<file path="config.mk">
export PLATFORM = sky130hd
export DESIGN_NAME = twiddle_controller
export DESIGN_NICKNAME = d
export VERILOG_FILES = /design/src/rtl/twiddle_controller.sv
export SDC_FILE = /design/constraint.sdc
export NUM_CORES = 1
export LEC_CHECK = 0
export ABC_AREA = 0
export ABC_CLOCK_PERIOD_IN_PS = 3600
export CORE_MARGIN = 2
export CORE_UTILIZATION = 50
export CTS_BUF_LIST = sky130_fd_sc_hd__clkbuf_8
export CTS_CLUSTER_SIZE = 40
export DETAILED_ROUTE_END_ITERATION = 16
export GPL_TIMING_DRIVEN = 1
export PLACE_DENSITY = 0.84
export SYNTH_ARGS = -nofsm -noshare
export SYNTH_HDL_FRONTEND = slang
export SYNTH_SLANG_ARGS = --single-unit
</file>
<file path="constraint.sdc">
create_clock -name clk -period 3.6 [get_ports clk]
set_input_delay 1.08 -clock clk [delete_from_list [all_inputs] [get_ports clk]]
set_output_delay 1.08 -clock clk [all_outputs]
set_load 0.02 [all_outputs]
</file>
<file path="src/rtl/twiddle_controller.sv">
// Rotary/pushbutton mode controller: SELECT mode steps the channel index, EDIT mode steps the
// selected setting register; short press toggles mode, long press clears, idle EDIT times out.
module twiddle_controller #(
  parameter int unsigned CHANNELS    = 4,
  parameter int unsigned WIDTH       = 8,
  parameter int unsigned LONG_CYCLES = 8_000_000,
  parameter int unsigned IDLE_CYCLES = 160_000_000,
  localparam int unsigned SW         = (CHANNELS > 1) ? $clog2(CHANNELS) : 1
) (
  input  logic                      clk,
  input  logic                      rst_n,
  input  logic                      step_up,
  input  logic                      step_down,
  input  logic                      button,
  output logic [SW-1:0]             sel,
  output logic                      editing,
  output logic [CHANNELS*WIDTH-1:0] values,
  output logic                      changed
);

  localparam int unsigned HW = (LONG_CYCLES > 1) ? $clog2(LONG_CYCLES) : 1;
  localparam int unsigned IW = (IDLE_CYCLES > 1) ? $clog2(IDLE_CYCLES) : 1;
  localparam logic [HW-1:0] HoldLast = HW'(LONG_CYCLES - 1);
  localparam logic [IW-1:0] IdleLast = IW'(IDLE_CYCLES - 1);
  localparam logic [SW-1:0] SelLast  = SW'(CHANNELS - 1);
  localparam logic [WIDTH-1:0] ValMax = {WIDTH{1'b1}};

  typedef enum logic [0:0] {StSelect, StEdit} mode_e;

  mode_e            mode_q, mode_d;
  logic [SW-1:0]    sel_q, sel_d;
  logic [WIDTH-1:0] val_q [CHANNELS];
  logic [WIDTH-1:0] val_d [CHANNELS];
  logic             changed_q, changed_d;
  logic             btn_prev_q;
  logic             long_fired_q, long_fired_d;
  logic [HW-1:0]    hold_q, hold_d;
  logic [IW-1:0]    idle_q, idle_d;

  logic press, release_ev, held, step_ok, long_fire, short_rel, timeout;

  // State register
  always_ff @(posedge clk or negedge rst_n) begin
    if (!rst_n) begin
      mode_q       <= StSelect;
      sel_q        <= '0;
      changed_q    <= 1'b0;
      btn_prev_q   <= 1'b1;
      long_fired_q <= 1'b0;
      hold_q       <= '0;
      idle_q       <= '0;
      for (int i = 0; i < CHANNELS; i++) val_q[i] <= '0;
    end else begin
      mode_q       <= mode_d;
      sel_q        <= sel_d;
      changed_q    <= changed_d;
      btn_prev_q   <= button;
      long_fired_q <= long_fired_d;
      hold_q       <= hold_d;
      idle_q       <= idle_d;
      val_q        <= val_d;
    end
  end

  // Next-state logic
  always_comb begin
    press      = btn_prev_q & ~button;
    release_ev = ~btn_prev_q & button;
    held       = ~button;
    step_ok    = button & (step_up ^ step_down);

    hold_d = hold_q;
    if (press) begin
      hold_d = '0;
    end else if (held && (hold_q != HoldLast)) begin
      hold_d = hold_q + 1'b1;
    end
    long_fire = held & ~long_fired_q & (hold_d == HoldLast);
    short_rel = release_ev & ~long_fired_q;

    long_fired_d = long_fired_q;
    if (long_fire) begin
      long_fired_d = 1'b1;
    end else if (release_ev) begin
      long_fired_d = 1'b0;
    end

    // Any activity in the timeout cycle restarts the idle count instead of exiting EDIT.
    timeout = (mode_q == StEdit) & button & ~release_ev & ~step_ok & (idle_q == IdleLast);

    mode_d = mode_q;
    if (short_rel) begin
      mode_d = (mode_q == StEdit) ? StSelect : StEdit;
    end else if (timeout) begin
      mode_d = StSelect;
    end

    idle_d = idle_q + 1'b1;
    if ((mode_q != StEdit) || held || release_ev || step_ok || timeout) begin
      idle_d = '0;
    end

    sel_d = sel_q;
    val_d = val_q;
    if (step_ok) begin
      if (mode_q == StSelect) begin
        if (step_up) begin
          sel_d = (sel_q == SelLast) ? '0 : sel_q + 1'b1;
        end else begin
          sel_d = (sel_q == '0) ? SelLast : sel_q - 1'b1;
        end
      end else if (step_up) begin
        if (val_q[sel_q] != ValMax) val_d[sel_q] = val_q[sel_q] + 1'b1;
      end else begin
        if (val_q[sel_q] != '0) val_d[sel_q] = val_q[sel_q] - 1'b1;
      end
    end
    if (long_fire) begin
      if (mode_q == StEdit) begin
        val_d[sel_q] = '0;
      end else begin
        for (int i = 0; i < CHANNELS; i++) val_d[i] = '0;
      end
    end

    changed_d = 1'b0;
    for (int i = 0; i < CHANNELS; i++) begin
      if (val_d[i] != val_q[i]) changed_d = 1'b1;
    end
  end

  // Outputs
  always_comb begin
    sel     = sel_q;
    editing = (mode_q == StEdit);
    changed = changed_q;
    for (int i = 0; i < CHANNELS; i++) values[i*WIDTH +: WIDTH] = val_q[i];
  end

endmodule

</file>
==> results.json <==
{
  "synth.most_common_cell": "nor2_1",
  "ys_async_sr_fraction_pct": 100,
  "grt_max_degree": 65,
  "multiInputGateArea_sq_um": 4450,
  "die_x_um": 121,
  "ys_types": 84,
  "ff2ff_setup_slack_ps": -80,
  "placeableCoreArea_sq_um": 13200,
  "clk_latency_ps": 390,
  "initial_core_util_pct": 51.3,
  "worst_setup_path_end_kind": "register",
  "drive_above_1_share_pct": 27.3,
  "cp.arrival_ps": 3950,
  "combPwrFrac_pct": 70.0,
  "ff2ff_path_depth": 14,
  "final_cells": 1229,
  "ios": 41,
  "via_per_inst": 6.57,
  "numCtsBuffers": 9,
  "wl_per_cell_um": 21.9,
  "grt_usage_pct": 37.8,
  "route.detailed.drc": 0,
  "root_buffer": "clkbuf_8",
  "final_antenna_net_count": 0,
  "yosysWarnings": 0,
  "syn_avg_cell_area_sq_um": 8.08,
  "dieArea_sq_um": 14500,
  "routed.top_layer": "met4",
  "p_leak_nw": 3.80,
  "synth_xor_area_share_pct": 6.06,
  "die_h_um": 121,
  "wl_met3_mm": 2.90,
  "rows": 42,
  "htreeDepth": 3,
  "critical_path_class": "register to register",
  "synth_edf_count": 0,
  "critPathMaxFanout": 5,
  "powerDensity_nw_per_um2": 713,
  "clkPwrFrac_pct": 10.0,
  "antenna_found_initial": 0,
  "nFillCells": 1104,
  "firstDrtPassIters": 7,
  "grt_setup_unrepaired": "true",
  "area_delta_synth_final_pct": 35.1,
  "r2r-start": "sel[0]",
  "setup-violations-final": 1,
  "final.min_clock_period_ps": 3680,
  "netSwitchingFraction_pct": 48.3,
  "wl_met2_mm": 11.8,
  "clkTransAtPathRegs_ps": 110,
  "hold_depth": 1,
  "critPathRequiredTime_ps": 3870,
  "hold_end": "idle_q[0]",
  "max-clock-path-buffers": 2,
  "overflow": 0,
  "synth_flop_cell": "dfrtp_1",
  "ir_drop_mv": 0.353,
  "io_buffers": 40,
  "timing.slew.headroom_pct": 52.2,
  "synth-compound-area-share_pct": 20.2,
  "finalCritPeriodShare_pct": 102,
  "grt_pass1_vias": 7764,
  "worst_slack_ps": -77.2,
  "dp_hpwl_mm": 20.4,
  "gp_congestion": 1.13,
  "wirelength_mm": 27.0,
  "synth_mux_area_share_pct": 4.05,
  "antennaDiodeCount": 0,
  "post-route-util_pct": 69.3,
  "violations": "negative setup slack",
  "rr_endpoint": "changed",
  "synth_common_cells": "nor2_1, dfrtp_1, nand2_1",
  "slew_violations": 0,
  "regArea_sq_um": 2230,
  "synth_top_area_cell": "dfrtp_1",
  "finalPower_mw": 6.55,
  "nNetsFinal": 1062,
  "synthCells": 841,
  "whs_ps": 542,
  "hold_violations": 0,
  "pre_cts_ws_ps": -629,
  "ys_seq_area_share_pct": 32.8,
  "clock_skew_ps": 18.1,
  "cts_tree": "built",
  "cap_violations": 0,
  "grt_pass1_wl_mm": 42.3,
  "synth_area_leaders": "dfrtp_1, nor2_1, nand2_1",
  "final_area_sq_um": 9180,
  "postCtsHoldBufs": 0,
  "p_switching_mw": 3.16,
  "tightest_slew_ps": 708,
  "hold_class": "register to register",
  "initialDrtViolationCount": 1190,
  "fin_tns_setup_ps": -77.2,
  "synth-adder-area-share_pct": 1.66,
  "vias": 8071,
  "place_area_sq_um": 8690,
  "synth_nets": 855,
  "status": "finished, violations left",
  "seqPwrFrac_pct": 20.0,
  "m1WireLength_mm": 10.4,
  "synth_top_family_by_area": "simple AND/OR/NAND/NOR gates",
  "internal_power_mw": 3.38,
  "placed_cells": 1200,
  "clock_sinks": 89,
  "synth-simple-area-share_pct": 30.5,
  "yosys.area.top_type_share_pct": 32.4,
  "hp-start": "idle_q[0]",
  "synthesis.area_sq_um": 6800,
  "ys_seq_elements": 89,
  "max_freq_ghz": 0.272,
  "cp-start-kind": "register"
}
worst max path at each step:
stage	startpoint	endpoint	cells after the start
2_1_floorplan	button	changed	12
3_3_place_gp	button	changed	11
3_5_place_dp	button	changed	12
4_1_cts	sel[0]	changed	11
5_1_grt	sel[0]	changed	15
6_report	sel[0]	changed	14
routing by layer:
layer	global-route usage, %	up-vias
li1	-	3525
met5	0	-
met3	8.92	181
met4	22.1	0
met2	58.5	581
met1	48.3	3784
power groups by stage:
stage	registers, mW	clock network [mW]	logic, mW
final	1.31	0.653	4.59
after floorplan	1.54	0	1.85
after global placement	1.30	0	4.05
after CTS	1.30	0.671	4.31
after detailed placement	1.32	0	4.07
after global routing	1.32	0.704	4.76
registers in the layout (all words and copies together), names as in the netlist:
| register | count |
|---|---|
| btn_prev_q | 1 |
| long_fired_q | 1 |
| changed | 1 |
| values | 32 |
| editing | 1 |
| hold_q | 23 |
| sel | 2 |
| idle_q | 28 |
timing repair:
| item | in CTS | in global routing |
|---|---|---|
| setup buffers | 9 | 5 |
| pin swaps | 13 | 6 |
| gates resized for setup | 29 | 15 |
| endpoints found under the hold margin | 0 | 0 |
| setup endpoints to repair | 16 | 6 |
critical path, stage by stage (launching register included):
cell and delay [ps]:
dfrtp_2 490, mux4_2 660, inv_2 100, ha_1 170, inv_1 60, or3_4 360
buf_4 180, nor2_4 170, nor2_4 70, a32o_2 240, nand4_1 100, o2111ai_1 140
or4_4 450, nor4_4 260, nand4_1 100
cell families after synthesis:
kind of cell | Yosys count
and+or+nand+nor | 396
AOI/OAI and AO/OA | 206
DFF | 89
buffers and inverters | 77
xor gates and xnor gates | 47
muxes | 17
adders and majority gates | 9
final cells by class:
type,instances,area share (%)
flip-flops and latches,89,24.3
multi-input cells,675,48.5
inverters,28,1.15
clock buffers,9,1.35
well taps,176,2.40
clock inverters,7,0.586
repair buffers,245,21.7
placed cells by master, fill, tap and decap left out, drive strengths merged, types with 5 or more instances in the layout:
cell / n
nand2: 74
o21a: 5
a22oi: 5
buf: 206
or4: 8
mux4: 8
and4: 5
xnor2: 20
a211oi: 16
nor3: 34
o22ai: 11
o31ai: 6
xor2: 27
a21oi: 47
nor3b: 6
or2: 5
o211ai: 5
o21ai: 45
or3: 11
o221ai: 5
nor4b: 5
nor4: 20
nand4: 21
clkbuf: 9
and2: 11
nor2: 111
nand3: 53
ha: 9
clkdlybuf4s50: 38
mux2i: 8
inv: 31
nor2b: 7
dfrtp: 88
and3: 14
a31oi: 16
Power figures use the tool's default switching activity.
